File: src/rtl/i2c_txn_sequencer_pkg.sv
// i2c_txn_sequencer_pkg: shared state encoding, bus-owner codes and ACK polarity.
package i2c_txn_sequencer_pkg;
  typedef enum logic [2:0] {
    S_IDLE, S_START, S_ADDR, S_WWAIT, S_WBYTE, S_RBYTE, S_STOP, S_DONE
  } state_t;
  localparam logic [1:0] BUS_SEL_RELEASED = 2'd0;
  localparam logic [1:0] BUS_SEL_START    = 2'd1;
  localparam logic [1:0] BUS_SEL_BYTE     = 2'd2;
  localparam logic [1:0] BUS_SEL_STOP     = 2'd3;
  localparam logic ACK  = 1'b0;
  localparam logic NACK = 1'b1;
endpackage

File: src/rtl/i2c_txn_sequencer_if.sv
// i2c_txn_sequencer_if: host command, data streams, engine handshakes and SDA/SCL pins.
interface i2c_txn_sequencer_if #(parameter int LEN_W = 8);
  logic             i_cmd_valid, o_cmd_ready;
  logic [6:0]       i_cmd_addr;
  logic             i_cmd_rw;
  logic [LEN_W-1:0] i_cmd_len;
  logic [7:0]       i_wr_data;
  logic             i_wr_valid, o_wr_ready;
  logic [7:0]       o_rd_data;
  logic             o_rd_valid;
  logic             o_start_req, i_start_done;
  logic             o_byte_req, o_byte_rw, o_byte_mack, i_byte_done, i_byte_sack;
  logic [7:0]       o_byte_tx, i_byte_rx;
  logic             o_stop_req, i_stop_done;
  logic [1:0]       o_bus_sel;
  logic             o_busy, o_done, o_nack;
  logic             i_start_sda, i_start_scl, i_byte_sda, i_byte_scl, i_stop_sda, i_stop_scl;
  logic             o_sda, o_scl;
  modport master (
    input  i_cmd_valid, i_cmd_addr, i_cmd_rw, i_cmd_len, i_wr_data, i_wr_valid,
           i_start_done, i_byte_done, i_byte_sack, i_byte_rx, i_stop_done,
           i_start_sda, i_start_scl, i_byte_sda, i_byte_scl, i_stop_sda, i_stop_scl,
    output o_cmd_ready, o_wr_ready, o_rd_data, o_rd_valid, o_start_req, o_byte_req,
           o_byte_rw, o_byte_mack, o_byte_tx, o_stop_req, o_bus_sel, o_busy, o_done,
           o_nack, o_sda, o_scl
  );
  modport slave (
    output i_cmd_valid, i_cmd_addr, i_cmd_rw, i_cmd_len, i_wr_data, i_wr_valid,
           i_start_done, i_byte_done, i_byte_sack, i_byte_rx, i_stop_done,
           i_start_sda, i_start_scl, i_byte_sda, i_byte_scl, i_stop_sda, i_stop_scl,
    input  o_cmd_ready, o_wr_ready, o_rd_data, o_rd_valid, o_start_req, o_byte_req,
           o_byte_rw, o_byte_mack, o_byte_tx, o_stop_req, o_bus_sel, o_busy, o_done,
           o_nack, o_sda, o_scl
  );
endinterface

File: src/rtl/i2c_txn_sequencer_bus_mux.sv
// i2c_txn_sequencer_bus_mux: selects which engine owns SDA/SCL; both lines float high when released.
module i2c_txn_sequencer_bus_mux
  import i2c_txn_sequencer_pkg::*;
(
  input  logic [1:0] sel_i,
  input  logic       start_sda_i,
  input  logic       start_scl_i,
  input  logic       byte_sda_i,
  input  logic       byte_scl_i,
  input  logic       stop_sda_i,
  input  logic       stop_scl_i,
  output logic       sda_o,
  output logic       scl_o
);
  assign sda_o = sel_i == BUS_SEL_START ? start_sda_i :
                 sel_i == BUS_SEL_BYTE  ? byte_sda_i  :
                 sel_i == BUS_SEL_STOP  ? stop_sda_i  : 1'b1;
  assign scl_o = sel_i == BUS_SEL_START ? start_scl_i :
                 sel_i == BUS_SEL_BYTE  ? byte_scl_i  :
                 sel_i == BUS_SEL_STOP  ? stop_scl_i  : 1'b1;
endmodule

File: src/rtl/i2c_txn_sequencer.sv
// i2c_txn_sequencer: runs START -> address -> N data bytes -> STOP for one host command,
// pulsing each engine once per phase and owning the SDA/SCL mux select.
module i2c_txn_sequencer
  import i2c_txn_sequencer_pkg::*;
#(
  parameter int LEN_W = 8
) (
  input logic i_clk,
  input logic i_rst,
  i2c_txn_sequencer_if.master bus
);
  state_t           state_q;
  logic [6:0]       addr_q;
  logic             rw_q;
  logic [LEN_W-1:0] cnt_q, cnt_dec;
  logic             cmd_ready_q, wr_ready_q, start_req_q, byte_req_q, byte_rw_q, mack_q;
  logic             stop_req_q, rd_valid_q, busy_q, done_q, nack_q, to_stop;
  logic [7:0]       byte_tx_q, rd_data_q;
  logic [1:0]       bus_sel_q;
  assign cnt_dec = (cnt_q != '0) ? cnt_q - LEN_W'(1) : cnt_q;
  // Any path that ends the byte phase funnels through one STOP entry below.
  assign to_stop = bus.i_byte_done && (state_q == S_ADDR  ? (bus.i_byte_sack == NACK || cnt_q == '0) :
                                       state_q == S_WBYTE ? (bus.i_byte_sack == NACK || cnt_dec == '0) :
                                       state_q == S_RBYTE && cnt_dec == '0);
  always_ff @(posedge i_clk or posedge i_rst) begin
    if (i_rst) begin
      state_q     <= S_IDLE;
      addr_q      <= '0;
      rw_q        <= 1'b0;
      cnt_q       <= '0;
      cmd_ready_q <= 1'b1;
      wr_ready_q  <= 1'b0;
      start_req_q <= 1'b0;
      byte_req_q  <= 1'b0;
      byte_rw_q   <= 1'b0;
      mack_q      <= 1'b0;
      stop_req_q  <= 1'b0;
      rd_valid_q  <= 1'b0;
      busy_q      <= 1'b0;
      done_q      <= 1'b0;
      nack_q      <= 1'b0;
      byte_tx_q   <= '0;
      rd_data_q   <= '0;
      bus_sel_q   <= BUS_SEL_RELEASED;
    end else begin
      start_req_q <= 1'b0;
      byte_req_q  <= 1'b0;
      stop_req_q  <= 1'b0;
      rd_valid_q  <= 1'b0;
      done_q      <= 1'b0;
      case (state_q)
        S_IDLE: if (bus.i_cmd_valid) begin
          addr_q      <= bus.i_cmd_addr;
          rw_q        <= bus.i_cmd_rw;
          cnt_q       <= bus.i_cmd_len;
          nack_q      <= 1'b0;
          cmd_ready_q <= 1'b0;
          busy_q      <= 1'b1;
          start_req_q <= 1'b1;
          bus_sel_q   <= BUS_SEL_START;
          state_q     <= S_START;
        end
        S_START: if (bus.i_start_done) begin
          byte_tx_q  <= {addr_q, rw_q};
          byte_rw_q  <= 1'b0;
          byte_req_q <= 1'b1;
          bus_sel_q  <= BUS_SEL_BYTE;
          state_q    <= S_ADDR;
        end
        S_ADDR: if (bus.i_byte_done) begin
          wr_ready_q <= !rw_q;
          byte_req_q <= rw_q;
          byte_rw_q  <= rw_q;
          mack_q     <= rw_q && cnt_q == LEN_W'(1);
          state_q    <= rw_q ? S_RBYTE : S_WWAIT;
        end
        S_WWAIT: if (bus.i_wr_valid) begin
          byte_tx_q  <= bus.i_wr_data;
          byte_req_q <= 1'b1;
          wr_ready_q <= 1'b0;
          state_q    <= S_WBYTE;
        end
        S_WBYTE: if (bus.i_byte_done) begin
          cnt_q      <= cnt_dec;
          wr_ready_q <= 1'b1;
          state_q    <= S_WWAIT;
        end
        S_RBYTE: if (bus.i_byte_done) begin
          cnt_q      <= cnt_dec;
          rd_data_q  <= bus.i_byte_rx;
          rd_valid_q <= 1'b1;
          byte_req_q <= 1'b1;
          mack_q     <= cnt_dec == LEN_W'(1);
        end
        S_STOP: if (bus.i_stop_done) begin
          done_q    <= 1'b1;
          bus_sel_q <= BUS_SEL_RELEASED;
          state_q   <= S_DONE;
        end
        S_DONE: begin
          busy_q      <= 1'b0;
          cmd_ready_q <= 1'b1;
          state_q     <= S_IDLE;
        end
      endcase
      if (to_stop) begin
        nack_q     <= nack_q | (bus.i_byte_sack == NACK && state_q != S_RBYTE);
        wr_ready_q <= 1'b0;
        byte_req_q <= 1'b0;
        byte_rw_q  <= 1'b0;
        mack_q     <= 1'b0;
        stop_req_q <= 1'b1;
        bus_sel_q  <= BUS_SEL_STOP;
        state_q    <= S_STOP;
      end
    end
  end
  assign bus.o_cmd_ready = cmd_ready_q;
  assign bus.o_wr_ready  = wr_ready_q;
  assign bus.o_rd_data   = rd_data_q;
  assign bus.o_rd_valid  = rd_valid_q;
  assign bus.o_start_req = start_req_q;
  assign bus.o_byte_req  = byte_req_q;
  assign bus.o_byte_rw   = byte_rw_q;
  assign bus.o_byte_tx   = byte_tx_q;
  assign bus.o_byte_mack = mack_q;
  assign bus.o_stop_req  = stop_req_q;
  assign bus.o_bus_sel   = bus_sel_q;
  assign bus.o_busy      = busy_q;
  assign bus.o_done      = done_q;
  assign bus.o_nack      = nack_q;
  i2c_txn_sequencer_bus_mux u_mux (
    .sel_i       (bus_sel_q),
    .start_sda_i (bus.i_start_sda),
    .start_scl_i (bus.i_start_scl),
    .byte_sda_i  (bus.i_byte_sda),
    .byte_scl_i  (bus.i_byte_scl),
    .stop_sda_i  (bus.i_stop_sda),
    .stop_scl_i  (bus.i_stop_scl),
    .sda_o       (bus.o_sda),
    .scl_o       (bus.o_scl)
  );
endmodule
File: src/flat_wrapper.sv
// flat-port wrapper written by rule: the top's interface ports become plain ports
module i2c_txn_sequencer_flat import i2c_txn_sequencer_pkg::*;
#(
  parameter int LEN_W = 8
)
  (i_clk, i_rst, bus_i_cmd_valid, bus_i_cmd_addr, bus_i_cmd_rw, bus_i_cmd_len, bus_i_wr_data, bus_i_wr_valid, bus_i_start_done, bus_i_byte_done, bus_i_byte_sack, bus_i_byte_rx, bus_i_stop_done, bus_i_start_sda, bus_i_start_scl, bus_i_byte_sda, bus_i_byte_scl, bus_i_stop_sda, bus_i_stop_scl, bus_o_cmd_ready, bus_o_wr_ready, bus_o_rd_data, bus_o_rd_valid, bus_o_start_req, bus_o_byte_req, bus_o_byte_rw, bus_o_byte_mack, bus_o_byte_tx, bus_o_stop_req, bus_o_bus_sel, bus_o_busy, bus_o_done, bus_o_nack, bus_o_sda, bus_o_scl);
  i2c_txn_sequencer_if #(.LEN_W(LEN_W)) bus_i ();
  input logic i_clk;
  input logic i_rst;
  input wire logic [$bits(bus_i.i_cmd_valid)-1:0] bus_i_cmd_valid;
  input wire logic [$bits(bus_i.i_cmd_addr)-1:0] bus_i_cmd_addr;
  input wire logic [$bits(bus_i.i_cmd_rw)-1:0] bus_i_cmd_rw;
  input wire logic [$bits(bus_i.i_cmd_len)-1:0] bus_i_cmd_len;
  input wire logic [$bits(bus_i.i_wr_data)-1:0] bus_i_wr_data;
  input wire logic [$bits(bus_i.i_wr_valid)-1:0] bus_i_wr_valid;
  input wire logic [$bits(bus_i.i_start_done)-1:0] bus_i_start_done;
  input wire logic [$bits(bus_i.i_byte_done)-1:0] bus_i_byte_done;
  input wire logic [$bits(bus_i.i_byte_sack)-1:0] bus_i_byte_sack;
  input wire logic [$bits(bus_i.i_byte_rx)-1:0] bus_i_byte_rx;
  input wire logic [$bits(bus_i.i_stop_done)-1:0] bus_i_stop_done;
  input wire logic [$bits(bus_i.i_start_sda)-1:0] bus_i_start_sda;
  input wire logic [$bits(bus_i.i_start_scl)-1:0] bus_i_start_scl;
  input wire logic [$bits(bus_i.i_byte_sda)-1:0] bus_i_byte_sda;
  input wire logic [$bits(bus_i.i_byte_scl)-1:0] bus_i_byte_scl;
  input wire logic [$bits(bus_i.i_stop_sda)-1:0] bus_i_stop_sda;
  input wire logic [$bits(bus_i.i_stop_scl)-1:0] bus_i_stop_scl;
  output wire logic [$bits(bus_i.o_cmd_ready)-1:0] bus_o_cmd_ready;
  output wire logic [$bits(bus_i.o_wr_ready)-1:0] bus_o_wr_ready;
  output wire logic [$bits(bus_i.o_rd_data)-1:0] bus_o_rd_data;
  output wire logic [$bits(bus_i.o_rd_valid)-1:0] bus_o_rd_valid;
  output wire logic [$bits(bus_i.o_start_req)-1:0] bus_o_start_req;
  output wire logic [$bits(bus_i.o_byte_req)-1:0] bus_o_byte_req;
  output wire logic [$bits(bus_i.o_byte_rw)-1:0] bus_o_byte_rw;
  output wire logic [$bits(bus_i.o_byte_mack)-1:0] bus_o_byte_mack;
  output wire logic [$bits(bus_i.o_byte_tx)-1:0] bus_o_byte_tx;
  output wire logic [$bits(bus_i.o_stop_req)-1:0] bus_o_stop_req;
  output wire logic [$bits(bus_i.o_bus_sel)-1:0] bus_o_bus_sel;
  output wire logic [$bits(bus_i.o_busy)-1:0] bus_o_busy;
  output wire logic [$bits(bus_i.o_done)-1:0] bus_o_done;
  output wire logic [$bits(bus_i.o_nack)-1:0] bus_o_nack;
  output wire logic [$bits(bus_i.o_sda)-1:0] bus_o_sda;
  output wire logic [$bits(bus_i.o_scl)-1:0] bus_o_scl;
  assign bus_i.i_cmd_valid = bus_i_cmd_valid;
  assign bus_i.i_cmd_addr = bus_i_cmd_addr;
  assign bus_i.i_cmd_rw = bus_i_cmd_rw;
  assign bus_i.i_cmd_len = bus_i_cmd_len;
  assign bus_i.i_wr_data = bus_i_wr_data;
  assign bus_i.i_wr_valid = bus_i_wr_valid;
  assign bus_i.i_start_done = bus_i_start_done;
  assign bus_i.i_byte_done = bus_i_byte_done;
  assign bus_i.i_byte_sack = bus_i_byte_sack;
  assign bus_i.i_byte_rx = bus_i_byte_rx;
  assign bus_i.i_stop_done = bus_i_stop_done;
  assign bus_i.i_start_sda = bus_i_start_sda;
  assign bus_i.i_start_scl = bus_i_start_scl;
  assign bus_i.i_byte_sda = bus_i_byte_sda;
  assign bus_i.i_byte_scl = bus_i_byte_scl;
  assign bus_i.i_stop_sda = bus_i_stop_sda;
  assign bus_i.i_stop_scl = bus_i_stop_scl;
  assign bus_o_cmd_ready = bus_i.o_cmd_ready;
  assign bus_o_wr_ready = bus_i.o_wr_ready;
  assign bus_o_rd_data = bus_i.o_rd_data;
  assign bus_o_rd_valid = bus_i.o_rd_valid;
  assign bus_o_start_req = bus_i.o_start_req;
  assign bus_o_byte_req = bus_i.o_byte_req;
  assign bus_o_byte_rw = bus_i.o_byte_rw;
  assign bus_o_byte_mack = bus_i.o_byte_mack;
  assign bus_o_byte_tx = bus_i.o_byte_tx;
  assign bus_o_stop_req = bus_i.o_stop_req;
  assign bus_o_bus_sel = bus_i.o_bus_sel;
  assign bus_o_busy = bus_i.o_busy;
  assign bus_o_done = bus_i.o_done;
  assign bus_o_nack = bus_i.o_nack;
  assign bus_o_sda = bus_i.o_sda;
  assign bus_o_scl = bus_i.o_scl;
  i2c_txn_sequencer #(.LEN_W(LEN_W)) u_core (.i_clk(i_clk), .i_rst(i_rst), .bus(bus_i));
endmodule
File: config.mk
export PLATFORM = sky130hd
export DESIGN_NAME = i2c_txn_sequencer_flat
export DESIGN_NICKNAME = d
export VERILOG_FILES = /design/src/rtl/i2c_txn_sequencer_pkg.sv /design/src/rtl/i2c_txn_sequencer_if.sv /design/src/rtl/i2c_txn_sequencer_bus_mux.sv /design/src/rtl/i2c_txn_sequencer.sv /design/src/flat_wrapper.sv
export SDC_FILE = /design/constraint.sdc
export NUM_CORES = 1
export LEC_CHECK = 0
export CAP_MARGIN = 0
export CORE_AREA = 2 2 78 80
export DETAILED_ROUTE_END_ITERATION = 8
export DIE_AREA = 0 0 80 82
export PLACE_DENSITY = 0.82
export SYNTH_ARGS = -nofsm -noshare
export SYNTH_HDL_FRONTEND = slang
export SYNTH_SLANG_ARGS = --single-unit
File: constraint.sdc
create_clock -name i_clk -period 3.1 [get_ports i_clk]
set_clock_uncertainty 0.05 [all_clocks]
set_input_delay 0.62 -clock i_clk [delete_from_list [all_inputs] [get_ports i_clk]]
set_output_delay 0.62 -clock i_clk [all_outputs]
set_load 0.005 [all_outputs]
=== Word-level counts from Yosys, hierarchy flattened ===
Index checks and enable logic that the tools add are counted.

* Input port bits: 46
* Output and inout port bits: 31
* Register bits: 48

* Bitwise logic cells: 1
* Mux-type cells: 60
* $add $sub $neg: 1
* Reductions and logical operators: 33
* Equality and inequality tests: 24

{| class="wikitable"
|+ Operators by type and width
! operator !! number
|-
| $mux 8 || 5
|-
| $mux 1 || 33
|-
| $pmux 8 s2 || 2
|-
| $mux 3 || 8
|-
| $ne 3x2->1 const B || 7
|-
| $pmux 3 s7 || 1
|-
| $eq 8x1->1 const B || 2
|-
| $logic_not 8->1 || 2
|-
| $reduce_bool 8->1 || 2
|-
| $eq 3x3->1 const B || 4
|-
| $reduce_and 3->1 || 4
|-
| $reduce_bool 2->1 || 5
|-
| $mux 2 || 4
|-
| $pmux 1 s2 || 4
|-
| $reduce_and 2->1 || 4
|-
| $reduce_and 4->1 || 2
|-
| $reduce_bool 4->1 || 2
|-
| $sub 8x1->8 const B || 1
|-
| $reduce_and 7->1 || 1
|-
| $eq 3x2->1 const B || 2
|-
| $ne 2x2->1 const B || 3
|-
| $pmux 2 s3 || 1
|-
| $reduce_bool 3->1 || 2
|-
| $eq 2x2->1 const B || 2
|-
| 12 further kinds || 16
|}

=== Logic depth before layout (Yosys ltp) ===
* Depth in word-level cells: 9
* Depth in mapped cells: 9

=== Cells and area by module ===
From an unflattened synthesis, not the netlist that was laid out.

* Cells, all modules: 269
* Area, all modules: 2587.5 um^2

{| class="wikitable"
|+ Modules (own cells, without submodules)
! module !! times used !! area an instance (um^2) !! cells each
|-
| i2c_txn_sequencer || 1 || 2543.7 || 264
|-
| i2c_txn_sequencer_bus_mux || 1 || 43.8 || 5
|}

=== Worst setup path after synthesis ===
OpenSTA, ideal clock, no wires.

* Path kind: flip-flop to flip-flop
* Start: reg u_core.cnt_q[0]
* End: reg u_core.bus_sel_q[0], in the netlist u_core.bus.o_bus_sel[0]
* Arrival: 2.232 ns
* Setup time: 0.131 ns
* Clock period less this slack: 2.413 ns
* Slack: 0.687 ns
* Cell stages (with the launch flop): 10
* Cells stage by stage: dfrtp_1 -> inv_1 -> ha_1 -> nor3b_1 -> a2111oi_1 -> o2111ai_2 -> a211oi_2 -> o21ai_2 -> inv_2 -> or3_1

* Longest elaborated chain between the ends: 9
* Elaborated cells on any way between the ends: 17

{| class="wikitable"
|+ RTL lines
! element !! RTL line !! text
|-
| from (decl) || i2c_txn_sequencer.sv:15 || <nowiki>logic [LEN_W-1:0] cnt_q, cnt_dec;</nowiki>
|-
| from (signal assigned) || i2c_txn_sequencer.sv:55 || <nowiki>cnt_q <= bus.i_cmd_len;</nowiki>
|-
| from (signal assigned) || i2c_txn_sequencer.sv:84 || <nowiki>cnt_q <= cnt_dec;</nowiki>
|-
| from (signal assigned) || i2c_txn_sequencer.sv:89 || <nowiki>cnt_q <= cnt_dec;</nowiki>
|-
| $sub 8x1->8 or $reduce_bool 8->1 (tied branches) || i2c_txn_sequencer.sv:20 || <nowiki>assign cnt_dec = (cnt_q != '0) ? cnt_q - LEN_W'(1) : cnt_q;</nowiki>
|-
| $mux 8 || i2c_txn_sequencer.sv:20 ||
|-
| $logic_not 8->1 || i2c_txn_sequencer.sv:23, i2c_txn_sequencer.sv:24 ||
|-
| $logic_and 1x1->1 or $logic_or 1x1->1 (tied branches) || i2c_txn_sequencer.sv:24, i2c_txn_sequencer.sv:23 ||
|-
| $mux 1 || i2c_txn_sequencer.sv:23 || <nowiki>state_q == S_WBYTE ? (bus.i_byte_sack == NACK || cnt_dec == '0) :</nowiki>
|-
| $mux 1 * || i2c_txn_sequencer.sv:22 || <nowiki>assign to_stop = bus.i_byte_done && (state_q == S_ADDR ? (bus.i_byte_sack == NACK || cnt_q == '0) :</nowiki>
|-
| $logic_and 1x1->1 * || i2c_txn_sequencer.sv:22 ||
|-
| net u_core.to_stop || i2c_txn_sequencer.sv:17 || <nowiki>logic stop_req_q, rd_valid_q, busy_q, done_q, nack_q, to_stop;</nowiki>
|-
| $ne 3x2->1 (no line) or $reduce_bool 4->1 (tied branches) || -- ||
|-
| $reduce_and 4->1 (no line) || -- ||
|-
| to (signal assigned) || i2c_txn_sequencer.sv:44 || <nowiki>bus_sel_q <= BUS_SEL_RELEASED;</nowiki>
|-
| to (signal assigned) || i2c_txn_sequencer.sv:60 || <nowiki>bus_sel_q <= BUS_SEL_START;</nowiki>
|-
| to (signal assigned) || i2c_txn_sequencer.sv:67 || <nowiki>bus_sel_q <= BUS_SEL_BYTE;</nowiki>
|-
| to (decl) || i2c_txn_sequencer.sv:19 || <nowiki>logic [1:0] bus_sel_q;</nowiki>
|}

Mark *: on every way through the listed nets, which the timed path passes. The rest lies on a longest branch.
A chain may end at the register's enable or synchronous reset.

=== Worst setup path in the final report ===
Ends and elaborated chain as after synthesis.

==> Implementation_results.wiki <==
{| class="wikitable"
! Metric !! Value
|-
| Run status || complete, no violations
|-
| Element type at the critical path start || register
|-
| CTS Buffer Depth || 2
|-
| Setup violators final || 0
|-
| Endpoint kind of the worst setup timing path || register
|-
| Number of detailed-routing iterations run before antenna repair || 4
|-
| Proportion of total power due to net switching || 38.2%
|-
| Cell internal power dissipation || 2000 µW
|-
| Number of buffers created by CTS || 5
|-
| Setup ws final || 0.359 ns
|-
| Area of all placed cells without fillers || 3450 µm²
|-
| Distinct cell type count after synthesis || 40
|-
| Number of global-route vias before repair || 2175
|-
| Number of rows in the core area || 28
|-
| PortBufs || 76
|-
| Most used standard cells in the synthesized netlist || dfrtp_1 (47), o21ai_0 (34), nor2_1 (27), a21oi_1 (23), nand2_1 (23)
|-
| Average wire length per cell after detail routing || around 15 µm
|-
| Final net count || 383
|-
| Slowest cell on crit path || dfrtp_1
|-
| Global route total overflow || 0
|-
| Top delay family on crit path || compound AO/OA/AOI/OAI gates
|-
| Fraction of the cycle the final worst path needs || 88.4%
|-
| # Max-Cap Violations || 0
|-
| Portion of synthesized cell area occupied by the leading cell type || 47.2%
|-
| Post-synthesis cell type with the largest combined area || dfrtp_1
|-
| Largest vdd supply drop || 0.379 mV
|-
| Std-Cell Core Area || 5750 µm²
|-
| Die Wd || 80 µm
|-
| Final weighted congestion in routability-driven placement || 0.882
|-
| Antenna cell count || 0
|-
| Pins Over Slew Limit || 0
|-
| Actual transition at the worst max-transition pin || approximately 1.1 ns
|-
| Fraction of synthesis flops using an asynchronous set or reset pin || 100%
|-
| Net Sw Power || 1230 µW
|-
| Overall routing resource usage || 19.8%
|-
| Count of nets left with antenna violations after detail routing || 0
|-
| HPWL Detailed || 4.58 mm
|-
| Highest attainable clock frequency || ~360 MHz
|-
| Via count normalized by instance count || around 5.4
|-
| Worst reg2reg path depth || 9
|-
| Post-layout minimum cycle time || roughly 2.7 ns
|-
| Fraction of the yosys area taken by sequential cells || 48.2%
|-
| Flip-flop and latch count after synthesis || 48
|-
| Slew headroom || between 20% and 30%
|-
| Vias || 2194
|-
| Synthesized area || 2490 µm²
|-
| Clock sink count || 48
|-
| Clock network power share || 14.9%
|-
| Kind of critical path || reg2reg
|-
| Critical path depth in cells || 9
|-
| Synthesized area divided by synthesized cell count || 9.59 µm²
|-
| Hold depth || 2
|-
| Peak fanout along the critical path || 7
|-
| Clock transition time at the flip-flop clock pins of the worst setup and hold paths || around 0.090 ns
|-
| Library cell with the highest instance count after synthesis || dfrtp_1
|-
| Worst skew pair latency || 0.30 ns
|-
| Top-Level Pins || 77
|-
| Post-route DRC violation count || 0
|-
| Post-Synthesis Net Count || 309
|-
| CTS tree || yes
|-
| Count of flip-flops with a built-in enable after synthesis || 0
|-
| Synth area leaders || dfrtp_1 (47%), mux2_2 (7.2%), o21ai_0 (6.8%)
|-
| Hold Path Class || reg2reg
|-
| Setup repair after global routing missed its margin || false
|-
| Fraction of final layout cells sized beyond drive strength 1 || 11.0%
|-
| Number of antenna violations at the first check in global routing || 0
|-
| Post-Route Utilization || 60.0%
|-
| Total Neg Setup Slack || 0 ns
|-
| Power density over the cells || 936 nW/µm²
|-
| Chain of cells forming the critical path || inv_1 > ha_1 > nor3b_1 > a2111oi_1 > o2111ai_2 > a211oi_2 > o21ai_2 > inv_2 > or3_1
|-
| Combinational group share of total power || 47.3%
|-
| Static power due to leakage || 0.00147 µW
|-
| Largest net degree at the start of global routing || 26
|-
| Count of H-tree levels built during CTS || 2
|-
| Area growth from synthesis to final layout || 38.2%
|-
| Crit path buffers/inverters || 2
|-
| Root buffer selected by CTS || clkbuf_8
|-
| Flop2flop setup slack || between 0.3 and 0.4 ns
|-
| Worst slack, placed || 0.411 ns
|-
| Delay of the slowest cell on the worst path || around 0.45 ns
|-
| Number of filler instances in the final layout || 518
|-
| Number of hold violations in the final report || 0
|-
| Sequential Power Share || 37.9%
|-
| Hold_buf cts || 0
|-
| Resize count post-CTS || 0
|-
| Sum of routed wire length over all layers || 6.09 mm
|-
| Post-detailed-placement cell area || 3330 µm²
|-
| Final total power || 3230 µW
|-
| Predominant post-synthesis flop cell || dfrtp_1
|-
| Data required, critical path || 3.24 ns
|-
| Initial DRC count || roughly 220
|-
| Die area || ~6600 µm²
|-
| Post-CTS Setup Inserts || 0
|-
| Wire length of the first global-routing pass || 10.2 mm
|-
| Effective utilization at floorplan || 43.4%
|-
| Gate count after technology mapping || 260
|-
| Syn. warnings || 0
|-
| Die Height || just over 80 µm
|-
| Critical path data arrival time || 2.88 ns
|}
-- routing by layer --
| metal | vias up | global-route usage (%) | routed length, µm |
|---|---|---|---|
| li1 | 1076 | - | - |
| met1 | 1034 | 24.2 | 2580 |
| met2 | 70 | 34.8 | 3000 |
| met3 | 14 | 4.07 | 354 |
| met4 | 0 | 6.95 | 147 |
| met5 | - | 0 | 0 |
-- power by group through the flow --
stage	Clock, µW	Sequential (µW)	Combinational (µW)
3_3_place_gp	0	1210	1480
4_1_cts	487	1220	1530
6_report	480	1220	1530
2_1_floorplan	0	1110	997
5_1_grt	523	1260	1710
3_5_place_dp	0	1230	1520
-- final timing paths --
| check | startpoint | to |
|---|---|---|
| max | u_core.cnt_q[0] | u_core.bus.o_bus_sel[0] |
| min | u_core.bus.o_byte_tx[5] | u_core.bus.o_byte_tx[5] |
| max reg2reg | u_core.cnt_q[0] | u_core.bus.o_bus_sel[0] |
| min reg2reg | u_core.bus.o_byte_tx[5] | u_core.bus.o_byte_tx[5] |
| max in group asynchronous | i_rst | u_core.bus.o_cmd_ready |
| min in group asynchronous | i_rst | u_core.bus.o_rd_data[6] |
-- cell type report --
type                       count  area [µm²]  area share (%)
clock inverter                 2        38.8            1.13
tap                           75        93.8            2.72
sequential                    48        1200            34.9
inverter                       9        33.8           0.980
multi-input combinational    189        1200            34.7
clock buffer                   6        82.6            2.40
timing repair buffer          81         798            23.2
-- worst register-to-register path: cells and delay by family (launching register included) --
kind                       cells  cell delay (ns)
buffers and inverters          2             0.32
and+or+nand+nor                2             0.79
DFF                            1             0.45
adders and majority gates      1             0.17
AOI/OAI and AO/OA              4             0.86
-- flip-flops by register name, indices dropped and copies added, names as in the netlist --
signal                  flops
u_core.addr_q               7
u_core.bus.o_bus_sel        2
u_core.bus.o_busy           1
u_core.bus.o_byte_mack      1
u_core.bus.o_byte_req       1
u_core.bus.o_byte_rw        1
u_core.bus.o_byte_tx        8
u_core.bus.o_cmd_ready      1
u_core.bus.o_done           1
u_core.bus.o_nack           1
u_core.bus.o_rd_data        8
u_core.bus.o_rd_valid       1
u_core.bus.o_start_req      1
u_core.bus.o_stop_req       1
u_core.bus.o_wr_ready       1
u_core.cnt_q                8
u_core.rw_q                 1
u_core.state_q              3
-- cell families (layout without fill, tap and decap cells) --
| group | Yosys count | in the layout | share of synthesized area (%) |
|---|---|---|---|
| AND/OR/NAND/NOR | 81 | 81 | 16.1 |
| AO/OA/AOI/OAI | 76 | 76 | 18.1 |
| flip-flops | 48 | 48 | 48.2 |
| multiplexers | 27 | 27 | 11.6 |
| buffers and inverters | 23 | 98 | 3.76 |
| adder cells (fa/ha/maj) | 3 | 3 | 1.51 |
| XOR/XNOR | 2 | 2 | 0.703 |
-- layout by cell type (no fill, tap or decap), drive strengths merged, types with 3 or more instances in the layout --
master,netlist,layout
o21ai,35,35
clkbuf,12,6
nor3b,3,3
nand2b,5,5
mux2i,11,11
ha,3,3
a32oi,4,4
a31oi,3,3
buf,2,5
nor2,27,27
a21oi,23,23
nand3,3,3
dfrtp,47,47
nand2,23,23
mux2,16,16
clkdlybuf4s50,0,76
nor3,8,8
inv,9,9
-- stage by stage --
stage / instances / hold slack, ns
final: 410 / 0.434
after global routing: 410 / 0.481
after CTS: 410 / 0.441
after detailed placement: 402 / 0.421
after global placement: 402 / 0.412
after floorplan: 260 / 0.421
Power figures use the tool's default switching activity.
